--- src/rtl/csv_acc_resolve_if.sv ---
// Handshake bundle for csv_acc_resolve: carry-save pair input stream and binary result output.
interface csv_acc_resolve_if #(
  parameter int unsigned width = 16
) ();
  logic             InValid;
  logic             InReady;
  logic [width-1:0] InS;
  logic [width-1:0] InC;
  logic             InLast;
  logic             OutValid;
  logic             OutReady;
  logic [width-1:0] OutZ;

  modport master (
    output InValid, InS, InC, InLast, OutReady,
    input  InReady, OutValid, OutZ
  );

  modport slave (
    input  InValid, InS, InC, InLast, OutReady,
    output InReady, OutValid, OutZ
  );
endinterface

--- src/rtl/csv_acc_resolve.sv ---
// Carry-save accumulator with a chunked multi-cycle carry-propagate resolve.
// Optional synchronous clear port Clr is enabled by defining ELAU_CSV_ACC_CLR_EN.
module csv_acc_resolve #(
  parameter int unsigned width = 16,
  parameter int unsigned chunk = 4
) (
  input logic CLK,
  input logic RST,
`ifdef ELAU_CSV_ACC_CLR_EN
  input logic Clr,
`endif
  csv_acc_resolve_if.slave bus
);

  localparam int unsigned N    = (width + chunk - 1) / chunk;
  localparam int unsigned IdxW = (N > 1) ? $clog2(N) : 1;
  localparam logic [IdxW-1:0]  LastIdx   = IdxW'(N - 1);
  localparam logic [width-1:0] ChunkMask = {width{1'b1}} >> (width - chunk);

  typedef enum logic [1:0] {StAcc, StWait, StResolve, StOut} state_e;

  state_e           state_q, state_d;
  logic [width-1:0] acc_s_q, acc_s_d;
  logic [width-1:0] acc_c_q, acc_c_d;
  logic [width-1:0] res_q, res_d;
  logic [IdxW-1:0]  idx_q, idx_d;
  logic             cy_q, cy_d;

  // 4:2 compression as two stacked 3:2 layers; carries shift left and the MSB drops.
  logic [width-1:0] s1, c1, s2, c2;
  assign s1 = acc_s_q ^ acc_c_q ^ bus.InS;
  assign c1 = ((acc_s_q & acc_c_q) | (acc_s_q & bus.InS) | (acc_c_q & bus.InS)) << 1;
  assign s2 = s1 ^ c1 ^ bus.InC;
  assign c2 = ((s1 & c1) | (s1 & bus.InC) | (c1 & bus.InC)) << 1;

  // One chunk of the carry-propagate add; the top chunk is masked short by the shift.
  logic [31:0]      lo;
  logic [width:0]   csum;
  logic [width-1:0] res_chunk;
  assign lo   = 32'(idx_q) * chunk;
  assign csum = {1'b0, (acc_s_q >> lo) & ChunkMask} + {1'b0, (acc_c_q >> lo) & ChunkMask}
              + (width + 1)'(cy_q);
  assign res_chunk = (res_q & ~(ChunkMask << lo)) | ((csum[width-1:0] & ChunkMask) << lo);

  assign bus.InReady  = (state_q == StAcc);
  assign bus.OutValid = (state_q == StOut);
  assign bus.OutZ     = res_q;

  always_comb begin
    state_d = state_q;
    acc_s_d = acc_s_q;
    acc_c_d = acc_c_q;
    res_d   = res_q;
    idx_d   = idx_q;
    cy_d    = cy_q;
    unique case (state_q)
      StAcc: begin
        if (bus.InValid) begin
          acc_s_d = s2;
          acc_c_d = c2;
          if (bus.InLast) begin
            state_d = StWait;
            idx_d   = '0;
            cy_d    = 1'b0;
          end
        end
      end
      // Turnaround cycle that sets the accept-to-valid latency at n+1.
      StWait: state_d = StResolve;
      StResolve: begin
        res_d = res_chunk;
        cy_d  = csum[chunk];
        if (idx_q == LastIdx) begin
          state_d = StOut;
        end else begin
          idx_d = idx_q + 1'b1;
        end
      end
      StOut: begin
        if (bus.OutReady) begin
          acc_s_d = '0;
          acc_c_d = '0;
          state_d = StAcc;
        end
      end
      default: state_d = StAcc;
    endcase
`ifdef ELAU_CSV_ACC_CLR_EN
    if (Clr) begin
      state_d = StAcc;
      acc_s_d = '0;
      acc_c_d = '0;
      idx_d   = '0;
      cy_d    = 1'b0;
    end
`endif
  end

  always_ff @(posedge CLK) begin
    if (RST) begin
      state_q <= StAcc;
      acc_s_q <= '0;
      acc_c_q <= '0;
      res_q   <= '0;
      idx_q   <= '0;
      cy_q    <= 1'b0;
    end else begin
      state_q <= state_d;
      acc_s_q <= acc_s_d;
      acc_c_q <= acc_c_d;
      res_q   <= res_d;
      idx_q   <= idx_d;
      cy_q    <= cy_d;
    end
  end

endmodule

--- src/flat_wrapper.sv ---
// flat-port wrapper written by rule: the top's interface ports become plain ports
module csv_acc_resolve_flat 
#(
  parameter int unsigned width = 16,
  parameter int unsigned chunk = 4
)
  (CLK, RST, bus_InValid, bus_InS, bus_InC, bus_InLast, bus_OutReady, bus_InReady, bus_OutValid, bus_OutZ);
  csv_acc_resolve_if #(.width(width)) bus_i ();
  input logic CLK;
  input logic RST;
  input wire logic [$bits(bus_i.InValid)-1:0] bus_InValid;
  input wire logic [$bits(bus_i.InS)-1:0] bus_InS;
  input wire logic [$bits(bus_i.InC)-1:0] bus_InC;
  input wire logic [$bits(bus_i.InLast)-1:0] bus_InLast;
  input wire logic [$bits(bus_i.OutReady)-1:0] bus_OutReady;
  output wire logic [$bits(bus_i.InReady)-1:0] bus_InReady;
  output wire logic [$bits(bus_i.OutValid)-1:0] bus_OutValid;
  output wire logic [$bits(bus_i.OutZ)-1:0] bus_OutZ;
  assign bus_i.InValid = bus_InValid;
  assign bus_i.InS = bus_InS;
  assign bus_i.InC = bus_InC;
  assign bus_i.InLast = bus_InLast;
  assign bus_i.OutReady = bus_OutReady;
  assign bus_InReady = bus_i.InReady;
  assign bus_OutValid = bus_i.OutValid;
  assign bus_OutZ = bus_i.OutZ;
  csv_acc_resolve #(.width(width), .chunk(chunk)) u_core (.CLK(CLK), .RST(RST), .bus(bus_i));
endmodule
--- config.mk ---
export PLATFORM = sky130hd
export DESIGN_NAME = csv_acc_resolve_flat
export DESIGN_NICKNAME = d
export VERILOG_FILES = /design/src/rtl/csv_acc_resolve_if.sv /design/src/rtl/csv_acc_resolve.sv /design/src/flat_wrapper.sv
export SDC_FILE = /design/constraint.sdc
export NUM_CORES = 1
export LEC_CHECK = 0
export CORE_UTILIZATION = 40
export CTS_CLUSTER_SIZE = 14
export DETAILED_ROUTE_END_ITERATION = 16
export PLACE_DENSITY = 0.66
export SLEW_MARGIN = 20
export SYNTH_ARGS = -nofsm -noshare
export SYNTH_HDL_FRONTEND = slang
export SYNTH_SLANG_ARGS = --single-unit
export TNS_END_PERCENT = 1
--- constraint.sdc ---
create_clock -name CLK -period 2.7 [get_ports CLK]
set_clock_uncertainty 0.2 [all_clocks]
set_input_delay 0.675 -clock CLK [delete_from_list [all_inputs] [get_ports CLK]]
set_output_delay 0.675 -clock CLK [all_outputs]
set_load 0.05 [all_outputs]
# Word level (Yosys, flattened, before mapping)
# Cells that the tools add are included.
[totals] ff_bits=53 latch_bits=0 mem_bits_rw=0 mem_bits_ro=0 inputBits=37 output_inout_bits=18 elab_cells=63 mem_count=0
[op_classes] add_sub_neg=3 mul=0 div_mod_pow=0 n_lt_le_gt_ge=0 n_eq_ne=9 shifts=4 n_mux=17 n_bitwise=17 reduce_logical=7
[op_table] cell="$and A15 B15 Y15" count=6
[op_table] cell="$pmux W16 S2" count=2
[op_table] cell="$xor A16 B16 Y16" count=4
[op_table] cell="$or A15 B15 Y15" count=4
[op_table] cell="$mux W16" count=3
[op_table] cell="$shr A16 B4 Y4" count=2
[op_table] cell="$and A16 B16 Y16" count=1
[op_table] cell="$not A16 Y16" count=1
[op_table] cell="$or A16 B16 Y16" count=1
[op_table] cell="$shl A4 B4 Y16" count=1
[op_table] cell="$shl A4 B4 Y16 const A" count=1
[op_table] cell="$mux W2" count=7
[op_table] cell="$ne A2 B2 Y1 const B" count=4
[op_table] cell="$pmux W2 S4" count=1
[op_table] cell="$reduce_and A4 Y1" count=2
[op_table] cell="$eq A2 B2 Y1 const B" count=3
[op_table] cell="$reduce_and A3 Y1" count=2
[op_table] cell="$add A4 B4 Y5" count=1
[op_table] cell="$add A5 B1 Y5" count=1
[op_table] cell="$pmux W2 S2" count=1
[op_table] cell="$reduce_bool A2 Y1" count=2
[op_table] cell="$add A2 B1 Y2 const B" count=1
[op_table] cell="$eq A2 B1 Y1 const B" count=1
[op_table] cell="$logic_not A2 Y1" count=1
[op_table] cell="other kinds (3)" count=4

# Logic depth before layout (Yosys ltp)
[depth] depth_word=8 mapped_depth=11 mapped_depth_nobuf=9

# Worst setup path after synthesis
# OpenSTA, ideal clock, no wires.
[synth_path] path_type="flip-flop to flip-flop" from="register u_core.idx_q[1]" to="register u_core.res_q[11] (netlist: u_core.bus.OutZ[11])" setup_time_ns=0.116 arrival_ns=2.356 required_ns=2.384 slack_ns=0.029 path_stages_with_launch=8 path_buffers=1 period_less_slack_ns=2.671 cell_sequence="dfxtp_1 > buf_6 > mux4_2 > fa_1 > a21o_1 > a21oi_4 > mux2_2 > a31o_1"
[synth_via] elab_chain_len=5 elab_cells_between_ends=9 classes_between="2 x add/sub; 4 x shift; 3 x bitwise"
[synth_lines] item="start: declaration" line="csv_acc_resolve.sv:26" rtl="logic [IdxW-1:0] idx_q, idx_d;"
[synth_lines] item="start signal: assignment" line="csv_acc_resolve.sv:112" rtl="idx_q <= idx_d;"
[synth_lines] item="$shr A16 B4 Y4" line="csv_acc_resolve.sv:41" rtl="assign csum = {1'b0, (acc_s_q >> lo) & ChunkMask} + {1'b0, (acc_c_q >> lo) & ChunkMask}"
[synth_lines] item="$add A4 B4 Y5" line="csv_acc_resolve.sv:41"
[synth_lines] item="$add A5 B1 Y5" line="csv_acc_resolve.sv:42" rtl="+ (width + 1)'(cy_q);"
[synth_lines] item="$shl A4 B4 Y16" line="csv_acc_resolve.sv:43" rtl="assign res_chunk = (res_q & ~(ChunkMask << lo)) | ((csum[width-1:0] & ChunkMask) << lo);"
[synth_lines] item="$or A16 B16 Y16 (*)" line="csv_acc_resolve.sv:43"
[synth_lines] item="end signal: assignment" line="csv_acc_resolve.sv:111" rtl="res_q <= res_d;"
[synth_lines] item="end: declaration" line="csv_acc_resolve.sv:25" rtl="logic [width-1:0] res_q, res_d;"
# Mark *: on every way between the ends. The rest lies on a longest branch, timed or not.
# A chain may end at the register's enable or synchronous reset.

# Final worst setup path
[layout_path] from="register u_core.idx_q[0]" to="register u_core.res_q[11] (netlist: u_core.bus.OutZ[11])"
# The elaborated chain is that of the path after synthesis.

==> results_dict.tcl <==
set metrics [dict create \
    core_area_sq_um 7450 \
    rsz0062_at_grt "false" \
    fin_crit_sh_pct 95.7 \
    maxSlewViolCount 0 \
    ys_top_cells_by_area "dfxtp_1, fa_1, a22oi_1" \
    io_buffers 54 \
    io_pins 55 \
    place_congestion 0.821 \
    cp_data_required_time_ns 2.72 \
    final_cell_count_no_fill 442 \
    yosysTopAreaCell "dfxtp_1" \
    power_mw 3.25 \
    cts.repair.resized 0 \
    drv_cap 0 \
    die_area_sq_um 8240 \
    rr_worst_depth 6 \
    numCtsBuffers 5 \
    grt_max_degree 32 \
    ys_ff_latch 52 \
    hpwl_um 5160 \
    via_per_inst 5.12 \
    cpPeakStageDelay_ns 0.64 \
    grt_pass1_vias 2227 \
    synth_edf_count 0 \
    synthArstFlopShare_pct 0 \
    setup_violations 0 \
    total_leakage_power_nw 1.50 \
    regToRegSetupSlack_ns 0.12 \
    max_freq_mhz 387 \
    critPathKind "reg2reg" \
    yosysMostFrequentCell "dfxtp_1" \
    fin_nets 421 \
    crit_path_cell_trace "mux4_1 -> ha_1 -> a21o_1 -> a21oi_4 -> mux2_2 -> a31o_1" \
    cts_tree "built" \
    grt_overflow_total 0 \
    clkTransAtPathRegs_ns 0.11 \
    yosys_warnings 0 \
    cts_max_level 2 \
    synth_seq_area_share_pct 33.0 \
    critical-path-slowest-cell "mux4_1" \
    syn_area_sq_um 3150 \
    fin_area_sq_um 3870 \
    tns_ns 0 \
    grt_antenna_before_repair 0 \
    start_kind "flip-flop" \
    holdBufCountCts 0 \
    period_minus_slack_ns 2.58 \
    crit_path_start "u_core.idx_q[0]" \
    first_pass_iters 4 \
    clk_path_buf_depth 2 \
    regToRegStartpoint "u_core.idx_q[0]" \
    grtUsageTotal_pct 17.3 \
    synth_nets 367 \
    clockRootBuffer "clkbuf_8" \
    place_area_sq_um 3750 \
    cp.arrival_ns 2.60 \
    cts_setup_buffers 0 \
    avgSynthCellArea_sq_um 10.9 \
    drt_wl_total_um 6690 \
    worstSkewPairLatency_ns 0.31 \
    synth_cells 288 \
    drt.antenna.violating_nets 0 \
    grt_pass1_wl_um 11300 \
    drive_above_1_share_pct 13.4 \
    synth_top_area_share_pct 33.0 \
    slew_headroom_pct 66.6 \
    reg2reg_to "u_core.bus.OutZ[11]" \
    final_util_pct 51.9 \
    routedWlPerCell_um 15.1 \
    end_kind "flip-flop" \
    crit_end "u_core.bus.OutZ[11]" \
    ys.flop_type "dfxtp_1" \
    area_delta_synth_final_pct 22.7 \
    status "finished clean" \
    yosys-top-cells-count "dfxtp_1, nor2_1, a22oi_1, fa_1, ha_1" \
    worstMarginPinSlew_ns 0.500 \
    crit_fanout 4 \
    diodes 0 \
    dp_cells 434 \
    initialDrtViolationCount 113 \
    initial_core_util_pct 42.3 \
    die_y_um 90.8 \
    hold_violations 0 \
    clock_sinks 52 \
    rows 31 \
    post-route-drc-count 0 \
    yosysUniqueCellTypes 49 \
    die_x_um 90.8 \
    vias 2263 \
    power_density_nw_per_um2 840 \
    vdd_drop_max_mv 0.449 \
    hold_path_class "reg2reg" \
]
==> stage by stage <==
step	setup WS, ns	hold WS [ns]
2_1_floorplan	0.0286	0.245
3_3_place_gp	0.000778	0.264
3_5_place_dp	-0.0218	0.267
4_1_cts	0.0412	0.282
5_1_grt	0.0324	0.308
6_report	0.116	0.280
==> kinds of logic (layout without fill, tap and decap cells) <==
| logic type | Yosys count | in the layout | share of synthesized area [%] |
|---|---|---|---|
| AOI/OAI and AO/OA | 60 | 60 | 15.8 |
| xor gates and xnor gates | 4 | 4 | 1.11 |
| adders and majority gates | 42 | 42 | 23.8 |
| buffers and inverters | 27 | 82 | 5.48 |
| DFF | 52 | 52 | 33.0 |
| muxes | 12 | 12 | 6.99 |
| and+or+nand+nor | 91 | 91 | 13.7 |
==> placed cells by master (no fill, tap or decap), types with 3 or more instances in the layout <==
master           synthesis  routed
clkdlybuf4s50_1          0      52
nor2_1                  51      51
dfxtp_1                 52      50
a22oi_1                 30      30
fa_1                    30      29
ha_1                    12      12
inv_1                   11      11
nand2_1                 11      11
buf_4                    1      10
a22oi_2                  8       8
nand3_1                  6       6
nor3_1                   5       5
a21oi_1                  5       5
clkbuf_8                 1       5
mux4_2                   4       4
mux2i_1                  4       4
mux4_1                   3       3
o21ai_0                  3       3
nor2b_1                  3       3
==> area by class of cell <==
type | instances | area [sq um]
sequential | 52 | 1040
inverter | 11 | 41.3
multi-input combinational | 209 | 1940
clock inverter | 3 | 42.5
clock buffer | 5 | 68.8
timing repair buffer | 63 | 607
tap | 99 | 124
fill | 674 | 3580
==> routing by layer <==
metal  wire (um)  part of all wire [%]  GRT usage (%)  vias to the layer above
met5           0                     0              0                        -
met4          66                  0.99           4.30                        0
met3         225                   3.4           3.03                        8
met2        3180                    48           28.0                       43
met1        3220                    48           24.0                     1090
li1            -                     -              -                     1122
==> worst max-delay path: cells and delay by family (launching register included) <==
kind	cells	cell delay, ns
adder cells (fa/ha/maj)	1	0.33
multiplexers	2	0.99
AO/OA/AOI/OAI	3	0.55
flip-flops	1	0.41
==> registers in the layout, summed over array words and instances (netlist names) <==
name             cells
u_core.acc_s_q      16
u_core.bus.OutZ     16
u_core.acc_c_q      15
u_core.idx_q         2
u_core.state_q       2
u_core.cy_q          1
==> worst min path at each step <==
stage	to	depth (start not counted)	startpoint	slack (ns)
final	u_core.cy_q	2	u_core.cy_q	0.28
after global routing	u_core.cy_q	2	u_core.cy_q	0.31
after CTS	u_core.cy_q	2	u_core.cy_q	0.28
after detailed placement	u_core.cy_q	2	u_core.cy_q	0.27
after global placement	u_core.bus.OutZ[3]	1	u_core.bus.OutZ[3]	0.26
after floorplan	u_core.cy_q	2	u_core.cy_q	0.25
==> where the power goes <==
group | internal (mW) | switching (mW) | leakage (nW)
registers | 0.942 | 0.207 | 0.424
clock network | 0.275 | 0.274 | 0.0541
logic | 0.727 | 0.823 | 1.02
total | 1.94 | 1.30 | 1.50
Note: power is estimated with default switching activity, not from simulation.
